**config.mk**
```make
export PLATFORM = sky130hd
export DESIGN_NAME = div_ctrl
export DESIGN_NICKNAME = d
export VERILOG_FILES = /design/src/rtl/div_ctrl_pkg.sv /design/src/rtl/div_restoring_step.sv /design/src/rtl/div_ctrl.sv
export SDC_FILE = /design/constraint.sdc
export NUM_CORES = 1
export LEC_CHECK = 0
export BUFFER_PORTS_ARGS = -buffer_cell sky130_fd_sc_hd__buf_4
export CAP_MARGIN = 20
export CELL_PAD_IN_SITES_DETAIL_PLACEMENT = 1
export CELL_PAD_IN_SITES_GLOBAL_PLACEMENT = 1
export CORE_MARGIN = 4
export CORE_UTILIZATION = 40
export CTS_CLUSTER_SIZE = 20
export DETAILED_ROUTE_END_ITERATION = 16
export GPL_ROUTABILITY_DRIVEN = 0
export GPL_TIMING_DRIVEN = 1
export PLACE_DENSITY = 0.87
export SLEW_MARGIN = 20
export SYNTH_ARGS = -nofsm -noshare
export SYNTH_HDL_FRONTEND = slang
export SYNTH_HIERARCHICAL = 1
export SYNTH_SLANG_ARGS = --single-unit
```
**constraint.sdc**
```tcl
create_clock -name clk -period 3.1 [get_ports clk]
set_input_delay 0.62 -clock clk [delete_from_list [all_inputs] [get_ports clk]]
set_output_delay 0.62 -clock clk [all_outputs]
set_load 0.03 [all_outputs]
```
**src/rtl/div_ctrl_pkg.sv**
```systemverilog
// Shared definitions for the iterative 32-bit divider controller:
// FSM state encodings, datapath widths, nominal latency and a negate helper.
package div_ctrl_pkg;

  localparam int unsigned DIV_W     = 32;
  localparam int unsigned DIV_CNT_W = 5;
  // Cycles from the accept cycle to the first cycle with div_done=1.
  localparam int unsigned DIV_LAT   = 34;

  typedef enum logic [1:0] {
    DIV_ST_IDLE = 2'd0,
    DIV_ST_RUN  = 2'd1,
    DIV_ST_FIX  = 2'd2,
    DIV_ST_DONE = 2'd3
  } div_state_e;

  // Two's-complement negate.
  function automatic logic [DIV_W-1:0] div_neg(input logic [DIV_W-1:0] x);
    return (~x) + DIV_W'(1);
  endfunction

endpackage

```
**src/rtl/div_restoring_step.sv**
```systemverilog
// One restoring-division step (combinational).
//   rem_i     : partial remainder before the step
//   divisor_i : divisor magnitude
//   dvd_bit_i : next dividend bit, MSB first
//   rem_o     : partial remainder after the step
//   q_bit_o   : quotient bit produced by the step
module div_restoring_step
  import div_ctrl_pkg::*;
#(
  parameter int unsigned W = DIV_W
) (
  input  logic [W-1:0] rem_i,
  input  logic [W-1:0] divisor_i,
  input  logic         dvd_bit_i,
  output logic [W-1:0] rem_o,
  output logic         q_bit_o
);

  logic [W:0] shifted;

  // Compare at W+1 bits so the remainder MSB shifted out is not lost
  // when an unsigned divisor has its top bit set.
  always_comb begin
    shifted = {rem_i, dvd_bit_i};
    q_bit_o = (shifted >= {1'b0, divisor_i});
    rem_o   = q_bit_o ? W'(shifted - {1'b0, divisor_i}) : W'(shifted);
  end

endmodule

```
**src/rtl/div_ctrl.sv**
```systemverilog
// Sequencing controller for the shared iterative divider
// (div.w / div.wu / mod.w / mod.wu).
//   clk, reset              : clock, synchronous active-high reset
//   flush                   : aborts any in-flight operation
//   div_req, div_signed     : request level and signedness from execute
//   div_src1, div_src2      : dividend, divisor (captured at accept only)
//   div_ack                 : execute moved the op to memory stage
//   div_busy, div_done      : controller not idle / results valid
//   div_result, mod_result  : quotient and remainder, held until next write
module div_ctrl
  import div_ctrl_pkg::*;
#(
  parameter int unsigned DATA_W    = DIV_W,
  parameter bit          FAST_ZERO = 1'b1
) (
  input  logic              clk,
  input  logic              reset,
  input  logic              flush,
  input  logic              div_req,
  input  logic              div_signed,
  input  logic [DATA_W-1:0] div_src1,
  input  logic [DATA_W-1:0] div_src2,
  input  logic              div_ack,
  output logic              div_busy,
  output logic              div_done,
  output logic [DATA_W-1:0] div_result,
  output logic [DATA_W-1:0] mod_result
);

  div_state_e           state_q;
  logic                 busy_q, done_q;
  logic [DATA_W-1:0]    div_q, mod_q;
  logic [DATA_W-1:0]    rem_q, dvd_q, dsr_q;
  logic [DIV_CNT_W-1:0] cnt_q;
  logic                 sgn_q, a_neg_q, b_neg_q, zero_q;

  logic [DATA_W-1:0]    rem_d, quo_fix_d, rem_fix_d;
  logic                 q_bit_d;
  logic [DATA_W-1:0]    src1_mag, src2_mag;

  // Operand magnitudes; only signed ops take absolute values.
  assign src1_mag = (div_signed && div_src1[DATA_W-1]) ? div_neg(div_src1) : div_src1;
  assign src2_mag = (div_signed && div_src2[DATA_W-1]) ? div_neg(div_src2) : div_src2;

  div_restoring_step #(.W(DATA_W)) u_step (
    .rem_i     (rem_q),
    .divisor_i (dsr_q),
    .dvd_bit_i (dvd_q[DATA_W-1]),
    .rem_o     (rem_d),
    .q_bit_o   (q_bit_d)
  );

  // Sign fix-up. With a zero divisor the iteration leaves rem = |src1|, so
  // the normal remainder fix-up already restores raw src1; only the
  // quotient needs forcing.
  always_comb begin
    quo_fix_d = dvd_q;
    rem_fix_d = rem_q;
    if (sgn_q && (a_neg_q ^ b_neg_q)) quo_fix_d = div_neg(dvd_q);
    if (sgn_q && a_neg_q)             rem_fix_d = div_neg(rem_q);
    if (zero_q)                       quo_fix_d = '1;
  end

  // FSM, counter, operand registers and result registers.
  // dvd_q shifts the dividend out MSB-first and the quotient in LSB-first.
  always_ff @(posedge clk) begin
    if (reset) begin
      state_q <= DIV_ST_IDLE;
      busy_q  <= 1'b0;
      done_q  <= 1'b0;
      div_q   <= '0;
      mod_q   <= '0;
      rem_q   <= '0;
      dvd_q   <= '0;
      dsr_q   <= '0;
      cnt_q   <= '0;
      sgn_q   <= 1'b0;
      a_neg_q <= 1'b0;
      b_neg_q <= 1'b0;
      zero_q  <= 1'b0;
    end else if (flush) begin
      state_q <= DIV_ST_IDLE;
      busy_q  <= 1'b0;
      done_q  <= 1'b0;
    end else begin
      case (state_q)
        DIV_ST_IDLE: begin
          if (div_req) begin
            sgn_q   <= div_signed;
            a_neg_q <= div_signed & div_src1[DATA_W-1];
            b_neg_q <= div_signed & div_src2[DATA_W-1];
            zero_q  <= (div_src2 == '0);
            dvd_q   <= src1_mag;
            dsr_q   <= src2_mag;
            rem_q   <= '0;
            cnt_q   <= DIV_CNT_W'(DATA_W - 1);
            busy_q  <= 1'b1;
            if (FAST_ZERO && (div_src2 == '0)) begin
              state_q <= DIV_ST_DONE;
              done_q  <= 1'b1;
              div_q   <= '1;
              mod_q   <= div_src1;
            end else begin
              state_q <= DIV_ST_RUN;
            end
          end
        end
        DIV_ST_RUN: begin
          rem_q <= rem_d;
          dvd_q <= {dvd_q[DATA_W-2:0], q_bit_d};
          cnt_q <= cnt_q - DIV_CNT_W'(1);
          if (cnt_q == '0) state_q <= DIV_ST_FIX;
        end
        DIV_ST_FIX: begin
          div_q   <= quo_fix_d;
          mod_q   <= rem_fix_d;
          done_q  <= 1'b1;
          state_q <= DIV_ST_DONE;
        end
        DIV_ST_DONE: begin
          if (div_ack) begin
            state_q <= DIV_ST_IDLE;
            busy_q  <= 1'b0;
            done_q  <= 1'b0;
          end
        end
        default: begin
          state_q <= DIV_ST_IDLE;
          busy_q  <= 1'b0;
          done_q  <= 1'b0;
        end
      endcase
    end
  end

  assign div_busy   = busy_q;
  assign div_done   = done_q;
  assign div_result = div_q;
  assign mod_result = mod_q;

endmodule

```
**Yosys cells after proc, flatten, opt, wreduce, memory -nomap -nowiden**

Cells that the tools add are included.

- Flip-flop bits (word level): 173
- Input bits: 70
- Output and inout port bits: 66
- Logic and storage cells: 82

- $add $sub $neg: 6
- $lt $le $gt $ge: 1
- Eq/ne operators: 7
- Mux-type cells: 29
- Bitwise gates (word level): 8
- Reductions and logical operators: 18

Operators with widths:

| operator | count |
|---|---|
| $mux W32 | 12 |
| $pmux W32 S2 | 4 |
| $add A32 B1 Y32 const B | 4 |
| $not A32 Y32 | 4 |
| $ge A33 B32 Y1 | 1 |
| $logic_not A32 Y1 | 1 |
| $sub A32 B32 Y32 | 1 |
| $reduce_and A3 Y1 | 4 |
| $pmux W5 S2 | 1 |
| $mux W2 | 4 |
| $ne A2 B2 Y1 const B | 4 |
| $pmux W2 S4 | 1 |
| $reduce_and A4 Y1 | 2 |
| $reduce_bool A2 Y1 | 3 |
| $logic_not A5 Y1 | 1 |
| $mux W5 | 1 |
| $sub A5 B1 Y5 const B | 1 |
| $eq A2 B2 Y1 const B | 2 |
| $logic_and A1 B1 Y1 | 4 |
| $mux W1 | 4 |
| $pmux W1 S3 | 1 |
| $reduce_bool A3 Y1 | 1 |
| $and A1 B1 Y1 | 2 |
| $eq A2 B1 Y1 const B | 1 |
| 5 further kinds | 5 |

**Longest topological paths before layout**

Gate-level depths: netlist (run 1).

- Depth after elaboration: 5
- Depth in mapped cells: 16
- Gate-level depth less buffers: 13

**Modules after synthesis**

Netlist (run 1), hierarchy kept.

By module, submodules not included:

| module | instances | cells an instance | area an instance (um^2) | sequential area each (um^2) |
|---|---|---|---|---|
| div_ctrl | 1 | 1,223 | 9,596.7 | 3,463.3 |
| div_restoring_step | 1 | 323 | 2,331.0 | 0.0 |

**Least setup slack after synthesis (run 1)**

Ideal clock, no wire load.

- Path type: reg2reg
- Start point: register rem_q[6]
- End point: register rem_q[21]
- Data arrival time: 2.949 ns
- Data required time: 2.972 ns
- Setup slack: 0.023 ns
- Stages on the path, launching flop included: 15
- Path buffers: 2
- Path through: dfxtp_1 > ha_1 > a21oi_2 > a211oi_1 > or3_4 > nor4b_4 > o21ai_2 > a31oi_4 > o21a_4 > inv_2 > buf_6 > buf_12 > mux2_4 > a22oi_1 > nor2_1

- Word-level cells in the longest chain between the ends: 3
- Elaborated cells between the ends (all ways): 4

Ends and longest elaborated chain:

| item | line | text |
|---|---|---|
| from (decl) | div_ctrl.sv:33 | `logic [DATA_W-1:0] rem_q, dvd_q, dsr_q;` |
| from (signal assigned) | div_ctrl.sv:109 | `rem_q <= rem_d;` |
| $ge A33 B32 Y1 | div_restoring_step.sv:25 | `q_bit_o = (shifted >= {1'b0, divisor_i});` |
| named net q_bit_d | div_ctrl.sv:38 | `logic q_bit_d;` |
| $mux W32 | div_restoring_step.sv:26 | `rem_o = q_bit_o ? W'(shifted - {1'b0, divisor_i}) : W'(shifted);` |
| named net rem_d[21] | div_ctrl.sv:37 | `logic [DATA_W-1:0] rem_d, quo_fix_d, rem_fix_d;` |
| $pmux W32 S2 | div_ctrl.sv:86 | `case (state_q)` |

The timed path passes the listed nets, and every way through them passes these cells.
A chain may end at the register's enable or synchronous reset.

**Worst setup path in the final report (run 1)**

- Start point: register dvd_q[31]
- End point: register rem_q[30]

- Word-level cells in the longest chain between the ends: 3
- Elaborated cells between the ends (all ways): 4

Ends and longest elaborated chain:

| item | line | text |
|---|---|---|
| from (decl) | div_ctrl.sv:33 |  |
| from (signal assigned) | div_ctrl.sv:93 | `dvd_q <= src1_mag;` |
| from (signal assigned) | div_ctrl.sv:110 | `dvd_q <= {dvd_q[DATA_W-2:0], q_bit_d};` |
| $sub A32 B32 Y32 or $ge A33 B32 Y1 (tied branches) | div_restoring_step.sv:26, div_restoring_step.sv:25 |  |
| $mux W32 * | div_restoring_step.sv:26 |  |
| named net rem_d[30] | div_ctrl.sv:37 |  |
| $pmux W32 S2 * | div_ctrl.sv:86 |  |

The timed path passes the listed nets; every way through them passes the cells marked *.

==> summary.txt, run 1 <==
Place
  • Placed cell area: 13,700 µm²
  • Number of cells after detailed placement: 2,049
  • PortBufs: 135
  • Post-DP HPWL: 31,400 µm

Clock tree
  • Clk_lat worst skew: 0.45 ns
  • Clock Sinks: 173
  • CTS tree: yes
  • Worst-path clk slew: 0.07 ns
  • Num CTS Buffers: 17
  • Clock Path Buffers: 2
  • CTS H-tree lvls: 4
  • CTS root buf: clkbuf_16

STA
  • Clk_skew: 0.0126 ns
  • Final period util: 1.08
  • Worst-margin pin slew: 1.01 ns
  • Tmin final: 3.34 ns
  • Final Hold Fails: 0
  • Final slew viol count: 0
  • Worst Slack Setup Final: -0.245 ns
  • Worst slew margin: 0.323
  • Unrepaired setup endpoints after global routing: true
  • Min Hold Slack: 0.444 ns
  • Max Fclk: 299 MHz
  • Final setup violation count: 28

Logic synthesis
  • Syn Std Cell Area: 11,900 µm²
  • Share of the synthesized area in the top cell type: 0.290
  • Synth warn: 6
  • Top post-synthesis cells by area: dfxtp_1 (29%), xnor2_1 (6.5%), nor2_1 (5.9%), a21oi_1 (5.1%), nand2_1 (4.6%)
  • #FFs+latches synth: 173
  • Leading area contributor after synthesis: dfxtp_1
  • Syn nets: 1,658
  • Cells after synthesis: 1,546
  • Post-synthesis sequential area ratio: 0.290
  • Async SR Flop Fraction: 0
  • Unique masters post-synth: 78
  • Commonest cells in the netlist: nor2_1 (188), dfxtp_1 (173), nand2_1 (147), a21oi_1 (122), xnor2_1 (89)
  • Synthesized area per cell: 7.72 µm²
  • Post-synth EDFFs: 0
  • Prevailing post-synth register cell: dfxtp_1
  • Count leader, synth: nor2_1

Global routing
  • Vias in the first global route: 13.2k
  • First-pass GRT wire length: 70,600 µm
  • Overall Global Routing Usage: 0.261
  • GRT overflow: 0
  • Pin count of the biggest net entering global routing: 91
  • Initial antenna violation count: 1

Setup path
  • Setup crit start kind: register
  • Worst endpoint data arrival time: 3.63 ns
  • FF-to-FF path depth: 13
  • CP required: 3.39 ns
  • Crit Path Class: register to register
  • Reg2Reg Launch Point: dvd_q[31]
  • R2r endpoint: rem_q[30]
  • CP max FO: 3
  • Crit path capture type: register
  • R2r setup slk: -0.24 ns

Die
  • # rows: 62
  • Die Y: 181 µm
  • Die W: 181 µm
  • Die area: 32,600 µm²
  • Starting Density: 0.410
  • Ports: 136
  • Core area: 29,100 µm²

Detailed routing
  • Wire length per cell: 22.5 µm
  • Pre-Repair DR Iteration Count: 6
  • Final ANT Viol Nets: 0
  • Vias: 13.0k
  • Via density: 6.20
  • DRC viols: 0
  • Drt initial violations: 975
  • Final wirelength: 47,000 µm

Power and ir drop
  • Cell area power density: 425 nW/µm²
  • Total chip power: 0.00631 W
  • Max IR drop VDD: 0.388 mV
  • Leak: 5.63 nW

Layout
  • Cell area after layout: 14,800 µm²
  • Final nets: 1,807
  • Final Util: 0.510
  • P&R area growth vs syn: 24.3%
  • Antenna cells: 0
  • Fill count: 3,540
  • Layout cells sized above 1: 0.225
  • Post-route insts no fill: 2,092

Min path
  • Worst hold path class: input pin to register
  • Hold_sp: div_src2[0]
  • Worst Hold End: dsr_q[0]
  • Hold depth: 3

Job
  • Max-Cap Viols: 0

Outcome
  • Failing checks: setup timing
  • Status: finished with violations
-- where the power goes --
| group | internal, W | switching [W] |
|---|---|---|
| Combinational | 0.000623 | 0.000983 |
| Sequential | 0.00230 | 0.0000806 |
| Clock | 0.00128 | 0.00103 |
| Total | 0.00421 | 0.00210 |
-- cells in the final DEF (no fill, tap or decap), types with 8 or more instances in the layout --
master     count
or4_1         10
a211oi_1      24
or3_1         19
o31ai_1       13
and3_1         8
a21o_1        13
nor3_1        34
inv_1         62
nand3_1       19
clkbuf_16     18
mux2_4        19
dfxtp_1      167
a22oi_2       18
a211o_1       15
o211ai_1      27
a41oi_1       12
a21oi_1      119
nand2b_1       8
nand2_1      147
a22oi_1       15
o21ai_0       70
nor2_1       186
o21a_1         8
xor2_1        42
buf_4        227
nor4_1        18
mux2_2        11
a31oi_1       37
ha_1          30
a311oi_1      38
ha_4           9
nand4_1       14
o41ai_1        8
mux2i_1        9
xnor2_1       89
-- routing by layer --
layer / up-vias / GRT usage / wire [µm]
met5: - / 0 / 0
met4: 0 / 0.130 / 2610
met3: 192 / 0.0347 / 2460
met2: 599 / 0.471 / 23600
met1: 6286 / 0.301 / 18400
li1: 5901 / - / -
-- worst max path at each step --
stage / from / end / depth (start not counted)
3_5_place_dp: dsr_q[9] / rem_q[28] / 13
3_3_place_gp: dsr_q[7] / rem_q[30] / 14
4_1_cts: dsr_q[10] / rem_q[17] / 14
2_1_floorplan: rem_q[6] / rem_q[21] / 14
6_report: dvd_q[31] / rem_q[30] / 13
5_1_grt: dvd_q[31] / rem_q[30] / 13
-- sequential cells by signal (all words and copies together), names as in the netlist, 2 cells and up --
| name | cells |
|---|---|
| mod_result | 32 |
| dvd_q | 32 |
| dsr_q | 32 |
| state_q | 2 |
| cnt_q | 5 |
| rem_q | 32 |
| div_result | 32 |
-- critical path, stage by stage (launching register included) --
cell	delay, ns
dfxtp_1	0.38
inv_1	0.10
ha_2	0.20
fa_2	0.37
nor2b_2	0.18
o31a_1	0.19
o21ai_1	0.14
o31ai_2	0.27
a21oi_1	0.22
o21ai_0	0.39
nand3_1	0.16
mux2_4	0.29
a22oi_1	0.21
nor2_1	0.08
-- layout make-up --
cell class | instances | area, µm² | area share
clock buffer | 17 | 425 | 0.0287
clock inverter | 15 | 184 | 0.0124
inverter | 69 | 272 | 0.0183
multi-input combinational | 1200 | 8140 | 0.549
sequential | 173 | 3470 | 0.234
tap | 384 | 480 | 0.0324
timing repair buffer | 234 | 1860 | 0.125
-- per-stage QoR --
step / worst slack (ns) / TNS, ns
detailed placement: -0.240 / -0.344
floorplan: 0.0231 / 0
global route: -0.287 / -5.46
global placement: 0.0645 / 0
CTS: 0.0124 / 0
finish: -0.245 / -3.52
-- kinds of logic (layout without fill, tap and decap cells) --
| kind of cell | count (synthesis) | in the layout | synth area share |
|---|---|---|---|
| simple gates | 520 | 520 | 0.208 |
| fa+ha+maj | 42 | 42 | 0.0447 |
| compound gates | 468 | 468 | 0.264 |
| xor+xnor | 131 | 131 | 0.0962 |
| buf+inv | 173 | 335 | 0.0577 |
| mux | 39 | 39 | 0.0387 |
| flops | 173 | 173 | 0.290 |
-- what timing repair did --
action / in CTS / in global routing
setup endpoints to repair: 28 / 32
pin swaps: 10 / 33
buffers inserted: 1 / 7
cloned: 2 / 1
hold buffers: 0 / 0
resized for setup: 24 / 54
Note: power is estimated with default switching activity, not from simulation.
==> inputs of run 2 (changes only) <==
Settings changed: CORE_UTILIZATION 40 to 39, PLACE_DENSITY 0.87 to 0.86, SYNTH_HIERARCHICAL 1 to default.
==> run 2 against run 1 <==
Against the previous run: the flow still finishes with violations (setup timing); register-to-register slack better by 0.22 ns; synthesized cell count decreased by 5.2%; synthesized area down 7.6%; cell count shrank 1.7%; sequential share of layout area increased by 1.2 points; die area is 5.0% lower; highest routed layer unchanged.
==> summary.txt, run 2 <==
Global routing
  • First-pass GRT wire length: 64,400 µm (was 70,600 µm)
  • Pin count of the biggest net entering global routing: 71 (was 91)
  • Busiest layer in global routing: met2 (unchanged)
  • Initial antenna violation count: 0 (was 1)
  • GRT overflow: 0 (unchanged)
  • Vias in the first global route: 12.2k (was 13.2k)
  • Grt met1 use: 0.324 (was 0.301)
  • Met3 usage: 0.0379 (was 0.0347)
  • Overall Global Routing Usage: 0.253 (was 0.261)
  • GR Layer Usage met2: 0.439 (was 0.471)

Place
  • Placed cell area: 13,200 µm² (was 13,700 µm²)
  • PortBufs: 135 (unchanged)
  • Number of cells after detailed placement: 2,014 (was 2,049)
  • Setup WS pre-CTS: -0.250 ns (was -0.240 ns)
  • Post-DP HPWL: 29,100 µm (was 31,400 µm)

STA
  • Unrepaired setup endpoints after global routing: true (unchanged)
  • Final Hold Fails: 0 (unchanged)
  • Clk_skew: 0.0261 ns (was 0.0126 ns)
  • Worst Slack Setup Final: -0.0277 ns (was -0.245 ns)
  • Tmin final: 3.13 ns (was 3.34 ns)
  • Final period util: 1.01 (was 1.08)
  • Final setup violation count: 1 (was 28)
  • Max Fclk: 320 MHz (was 299 MHz)
  • Worst-margin pin slew: 0.844 ns (was 1.01 ns)
  • Final slew viol count: 0 (unchanged)
  • Worst slew margin: 0.437 (was 0.323)

Outcome
  • Status: finished with violations (unchanged)
  • Failing checks: setup timing (unchanged)

Power and ir drop
  • Comb pwr share: 0.234 (was 0.255)
  • Cell area power density: 434 nW/µm² (was 425 nW/µm²)
  • Switching share of power: 0.337 (was 0.332)
  • Leak: 5.75 nW (was 5.63 nW)
  • Switch Pwr: 0.00206 W (was 0.00210 W)
  • Max IR drop VDD: 0.464 mV (was 0.388 mV)
  • Power share of the clock group: 0.377 (was 0.367)
  • Seq pwr share: 0.389 (was 0.378)
  • Pint: 0.00405 W (was 0.00421 W)

Layout
  • Cell area after layout: 14,100 µm² (was 14,800 µm²)
  • Post-route insts no fill: 2,056 (was 2,092)
  • P&R area growth vs syn: 27.8% (was 24.3%)
  • Most common cell after layout, fill and taps aside: buf_4 (unchanged)
  • Antenna cells: 0 (unchanged)
  • Most frequent cells in the layout: buf_4 (260), nand2_1 (232), dfxtp_1 (167) (was buf_4 (227), nor2_1 (186), dfxtp_1 (167))
  • Layout cells sized above 1: 0.212 (was 0.225)
  • Final nets: 1,778 (was 1,807)

Clock tree
  • Clock Path Buffers: 2 (unchanged)
  • Worst-path clk slew: 0.08 ns (was 0.07 ns)
  • Num CTS Buffers: 17 (unchanged)
  • Clk_lat worst skew: 0.46 ns (was 0.45 ns)
  • CTS tree: yes (unchanged)
  • Clock Sinks: 173 (unchanged)
  • CTS Hold Bufs: 0 (unchanged)
  • CTS H-tree lvls: 4 (unchanged)
  • CTS root buf: clkbuf_16 (unchanged)

Setup path
  • Reg2Reg Launch Point: dsr_q[3] (was dvd_q[31])
  • Worst setup startpoint: dsr_q[3] (was dvd_q[31])
  • Crit Path Class: register to register (unchanged)
  • Worst endpoint data arrival time: 3.51 ns (was 3.63 ns)
  • Crit path capture type: register (unchanged)
  • CP required: 3.49 ns (was 3.39 ns)
  • Setup crit start kind: register (unchanged)
  • CP max FO: 14 (was 3)

Detailed routing
  • Via density: 5.86 (was 6.20)
  • Final ANT Viol Nets: 0 (unchanged)
  • DRC viols: 0 (unchanged)
  • Vias: 12.1k (was 13.0k)
  • Drt initial violations: 914 (was 975)
  • Final wirelength: 42,500 µm (was 47,000 µm)
  • Pre-Repair DR Iteration Count: 5 (was 6)
  • Wire length per cell: 20.6 µm (was 22.5 µm)

Logic synthesis
  • Unique masters post-synth: 63 (was 78)
  • Async SR Flop Fraction: 0 (unchanged)
  • Post-synthesis sequential area ratio: 0.314 (was 0.290)
  • Count leader, synth: nand2_1 (was nor2_1)
  • Synth warn: 0 (was 6)
  • Syn nets: 1,578 (was 1,658)
  • Top post-synthesis cells by area: dfxtp_1 (31%), nand2_1 (7.9%), xnor2_1 (6.2%), a21oi_1 (6.0%), xor2_1 (5.3%) (was dfxtp_1 (29%), xnor2_1 (6.5%), nor2_1 (5.9%), a21oi_1 (5.1%), nand2_1 (4.6%))
  • Prevailing post-synth register cell: dfxtp_1 (unchanged)
  • #FFs+latches synth: 173 (unchanged)
  • Share of the synthesized area in the top cell type: 0.314 (was 0.290)
  • Cells after synthesis: 1,465 (was 1,546)
  • Syn Std Cell Area: 11,000 µm² (was 11,900 µm²)
  • Leading area contributor after synthesis: dfxtp_1 (unchanged)
  • Commonest cells in the netlist: nand2_1 (232), dfxtp_1 (173), a21oi_1 (133), nor2_1 (128), o21ai_0 (105) (was nor2_1 (188), dfxtp_1 (173), nand2_1 (147), a21oi_1 (122), xnor2_1 (89))
  • Synthesized area per cell: 7.52 µm² (was 7.72 µm²)
  • Post-synth EDFFs: 0 (unchanged)

Die
  • Die W: 176 µm (was 181 µm)
  • Die Y: 176 µm (was 181 µm)
  • Ports: 136 (unchanged)
  • # rows: 61 (was 62)
  • Core area: 27,900 µm² (was 29,100 µm²)
  • Starting Density: 0.395 (was 0.410)
  • Die area: 31,000 µm² (was 32,600 µm²)

Min path
  • Worst hold path class: register to register (was input pin to register)
  • Hold_sp: zero_q (was div_src2[0])

Job
  • Max-Cap Viols: 0 (unchanged)
==> run 2: changes by cell type in the layout (fill, tap and decap cells not counted), sizes merged, moves of 27 or more <==
| cell | previous run | this run |
|---|---|---|
| a22oi | 33 | 0 |
| a311oi | 38 | 4 |
| a31oi | 39 | 12 |
| buf | 233 | 267 |
| mux2 | 30 | 0 |
| nand2 | 147 | 232 |
| nor2 | 188 | 128 |
| o21ai | 74 | 108 |
| o22ai | 1 | 30 |
==> run 2: area by class of cell <==
cell class | instances | area, µm²
Clock buffer | 17 | 425
Clock inverter | 15 | 194
Fill cell | 3432 | 13800
Inverter | 64 | 240
Multi-Input combinational cell | 1142 | 7200
Sequential cell | 173 | 3470
Tap cell | 378 | 473
Timing Repair Buffer | 267 | 2080
==> run 2: path summary, 6_finish.rpt <==
kind | end | slack, ns | cells past startpoint
hold / removal | zero_q | 0.46 | 2
hold reg to reg | zero_q | 0.46 | 2
setup reg to reg | rem_q[26] | -0.03 | 14
setup / recovery | rem_q[26] | -0.03 | 14
==> run 2: timing repair <==
action | in CTS | in global routing
pin swaps | 8 | 18
setup endpoints to repair | 33 | 37
buffers inserted | 3 | 7
hold endpoints to repair | 0 | 0
resized for setup | 12 | 31
==> run 2: critical path, cell delays in order, from the launching register on <==
cell and delay (ns):
dfxtp_1 0.33, inv_1 0.09, ha_4 0.32, nand3_1 0.15, o21bai_2 0.26, a21oi_2 0.19, o211ai_1 0.17, a211oi_2 0.25
buf_4 0.18, a31oi_4 0.11, o211a_4 0.31, buf_4 0.15, buf_12 0.14, or3_1 0.35, nand2_1 0.07
==> run 2: cells by family (layout without fill, tap and decap cells) <==
kind of cell / Yosys count / count (layout) / share of synthesized area
compound gates: 435 / 435 / 0.243
fa+ha+maj: 43 / 43 / 0.0495
buf+inv: 150 / 363 / 0.0530
flops: 173 / 173 / 0.314
xor+xnor: 145 / 145 / 0.115
mux: 31 / 31 / 0.0282
simple gates: 488 / 488 / 0.197
==> run 2: layer usage <==
metal | wire length [µm] | share of wire
met5 | 0 | 0
met4 | 1410 | 0.033
met3 | 2700 | 0.064
met2 | 20800 | 0.49
met1 | 17500 | 0.41
==> run 2: per-stage QoR <==
step / hold slack [ns] / total power [W] / util / TNS, ns
final: 0.462 / 0.00612 / 0.506 / -0.0277
after global routing: 0.480 / 0.00632 / 0.506 / -1.52
after CTS: 0.459 / 0.00602 / 0.499 / 0
after detailed placement: 0.451 / 0.00370 / 0.473 / -7.89
after global placement: 0.443 / 0.00364 / 0.473 / -2.21
after floorplan: 0.432 / 0.00320 / - / 0
==> run 2: power by group through the flow <==
stage	logic [W]	clock network, W	registers, W
final	0.00143	0.00230	0.00238
after global routing	0.00154	0.00239	0.00239
after CTS	0.00133	0.00231	0.00238
after detailed placement	0.00127	0	0.00243
after global placement	0.00122	0	0.00242
after floorplan	0.000778	0	0.00242
==> inputs of run 3 (changes only) <==
Settings changed: SETUP_SLACK_MARGIN from default to 0.2.
==> run 3 against run 2 <==
Against the previous run: the run still ends with setup timing left; sequential share of layout area decreased by 0.49 points; clock power decreased by 4%; die area unchanged; critical path type unchanged; highest routed layer unchanged.
==> summary.txt, run 3 (synthesis gave the netlist of run 2 again) <==
Global routing
  • Vias in the first global route: 12.1k (was 12.2k)
  • Initial antenna violation count: 0 (unchanged)
  • GRT overflow: 0 (unchanged)
  • Pin count of the biggest net entering global routing: 101 (was 71)
  • First-pass GRT wire length: 64,900 µm (was 64,400 µm)
  • Overall Global Routing Usage: 0.258 (was 0.253)

Outcome
  • Failing checks: setup timing (unchanged)
  • Status: finished with violations (unchanged)

Clock tree
  • CTS root buf: clkbuf_16 (unchanged)
  • CTS Hold Bufs: 0 (unchanged)
  • Num CTS Buffers: 17 (unchanged)
  • Worst-path clk slew: 0.08 ns (about the same)
  • Clock Sinks: 173 (unchanged)
  • Clock Path Buffers: 2 (unchanged)
  • CTS H-tree lvls: 4 (unchanged)
  • Clk_lat worst skew: 0.47 ns (was 0.46 ns)
  • CTS tree: yes (unchanged)

Place
  • Placed cell area: 13,000 µm² (was 13,200 µm²)
  • Post-DP HPWL: 28,600 µm (was 29,100 µm)
  • PortBufs: 135 (unchanged)
  • Setup WS pre-CTS: -0.238 ns (was -0.250 ns)
  • Number of cells after detailed placement: 1,996 (was 2,014)

STA
  • Final setup violation count: 10 (was 1)
  • Worst Slack Setup Final: -0.147 ns (was -0.0277 ns)
  • Worst slew margin: 0.257 (was 0.437)
  • Unrepaired setup endpoints after global routing: true (unchanged)
  • Worst-margin pin slew: 1.11 ns (was 0.844 ns)
  • Final period util: 1.05 (was 1.01)
  • Max Fclk: 308 MHz (was 320 MHz)
  • Clk_skew: 0.0209 ns (was 0.0261 ns)
  • Final slew viol count: 0 (unchanged)
  • Tmin final: 3.25 ns (was 3.13 ns)
  • Final Hold Fails: 0 (unchanged)

Layout
  • Most frequent cells in the layout: buf_4 (251), nand2_1 (228), dfxtp_1 (155) (was buf_4 (260), nand2_1 (232), dfxtp_1 (167))
  • Layout cells sized above 1: 0.244 (was 0.212)
  • Most common cell after layout, fill and taps aside: buf_4 (unchanged)
  • P&R area growth vs syn: 31.3% (was 27.8%)
  • Final nets: 1,776 (was 1,778)
  • Cell area after layout: 14,500 µm² (was 14,100 µm²)
  • Post-route insts no fill: 2,054 (was 2,056)
  • Antenna cells: 0 (unchanged)

Setup path
  • Crit-path max cell delay: 0.42 ns (was 0.35 ns)
  • Crit path capture type: register (unchanged)
  • Setup crit start kind: register (unchanged)
  • CP required: 3.44 ns (was 3.49 ns)
  • CP max FO: 3 (was 14)
  • Worst endpoint data arrival time: 3.58 ns (was 3.51 ns)
  • Crit-path cells: inv_2 -> buf_4 -> fa_2 -> a21o_1 -> a221oi_2 -> o211ai_1 -> a211oi_1 -> buf_4 -> o211ai_1 -> a21o_1 -> a21oi_2 -> xor2_1 -> o21ai_1 (was inv_1 -> ha_4 -> nand3_1 -> o21bai_2 -> a21oi_2 -> o211ai_1 -> a211oi_2 -> buf_4 -> a31oi_4 -> o211a_4 -> buf_4 -> buf_12 -> or3_1 -> nand2_1)
  • Crit Path Class: register to register (unchanged)
  • Slowest cell on crit path: fa_2 (was or3_1)

Die
  • Die area: 31,000 µm² (unchanged)
  • Core area: 27,900 µm² (unchanged)
  • Starting Density: 0.395 (unchanged)
  • Die Y: 176 µm (unchanged)
  • Ports: 136 (unchanged)
  • # rows: 61 (unchanged)
  • Die W: 176 µm (unchanged)

Power and ir drop
  • Cell area power density: 422 nW/µm² (was 434 nW/µm²)
  • Leak: 5.76 nW (was 5.75 nW)
  • Max IR drop VDD: 0.431 mV (was 0.464 mV)

Detailed routing
  • M1 wire length: 18,500 µm (was 17,500 µm)
  • Top sig layer: met4 (unchanged)
  • Final wirelength: 44,800 µm (was 42,500 µm)
  • Wire length per cell: 21.8 µm (was 20.6 µm)
  • Final ANT Viol Nets: 0 (unchanged)
  • Routed met3 length: 2840 µm (was 2700 µm)
  • Metal2 WL: 21,600 µm (was 20,800 µm)
  • DRC viols: 0 (unchanged)
  • Via density: 5.91 (was 5.86)
  • Drt initial violations: 1,033 (was 914)
  • Vias: 12.1k (about the same)
  • Pre-Repair DR Iteration Count: 5 (unchanged)

Job
  • Max-Cap Viols: 0 (unchanged)

Min path
  • Worst hold path class: input pin to register (was register to register)
==> run 3: cell types whose count changed in the layout (fill, tap and decap cells not counted), moves of 6 or more <==
cell,previous run,this run
nor4_1,15,9
mux2i_1,31,24
dfxtp_1,167,155
dfxtp_2,6,15
o21ai_1,4,31
o21ai_0,103,73
buf_4,260,251
==> run 3: what timing repair did <==
action	in CTS	in global routing
resized for setup	54	97
pin swaps	27	33
endpoints found under the setup margin	43	92
gates cloned	1	2
buffers inserted	14	9
==> run 3: layout make-up <==
type                    instances  area (µm²)
fillers                      3360       13400
multi-input cells            1142        7500
inverters                      64         243
clock inverters                15         171
well taps                     378         473
clock buffers                  17         425
repair buffers                265        2150
flip-flops and latches        173        3490
==> run 3: path summary, 6_finish.rpt <==
kind	startpoint	to	slack, ns	cells past startpoint
setup reg to reg	dsr_q[1]	rem_q[28]	-0.15	13
setup / recovery	dsr_q[1]	rem_q[28]	-0.15	13
hold / removal	div_src2[0]	dsr_q[0]	0.43	3
hold reg to reg	zero_q	zero_q	0.46	2
==> run 3: stage by stage <==
step / setup TNS [ns] / power [W] / util / hold WS [ns]
after floorplan: 0 / 0.00320 / - / 0.432
after global placement: -2.19 / 0.00361 / 0.468 / 0.441
after detailed placement: -9.65 / 0.00367 / 0.468 / 0.445
after CTS: 0 / 0.00594 / 0.504 / 0.438
after global routing: -0.813 / 0.00632 / 0.519 / 0.455
final: -0.528 / 0.00610 / 0.519 / 0.434
==> run 3: routing by layer <==
metal  up-vias  global-route usage
met4         0              0.0900
met5         -                   0
met3       144              0.0471
met2       548               0.440
li1       5554                   -
met1      5903               0.327
==> run 3: critical path: cells and delay by family, from the launching register on <==
kind,cells,cell delay [ns]
AO/OA/AOI/OAI,8,1.78
adder cells (fa/ha/maj),1,0.42
buffers and inverters,3,0.37
flip-flops,1,0.34
XOR/XNOR,1,0.21
==> run 3: report_power, final <==
group	switching, W	internal (W)
Clock	0.00112	0.00109
Sequential	0.0000866	0.00230
Combinational	0.000900	0.000608
Total	0.00211	0.00400
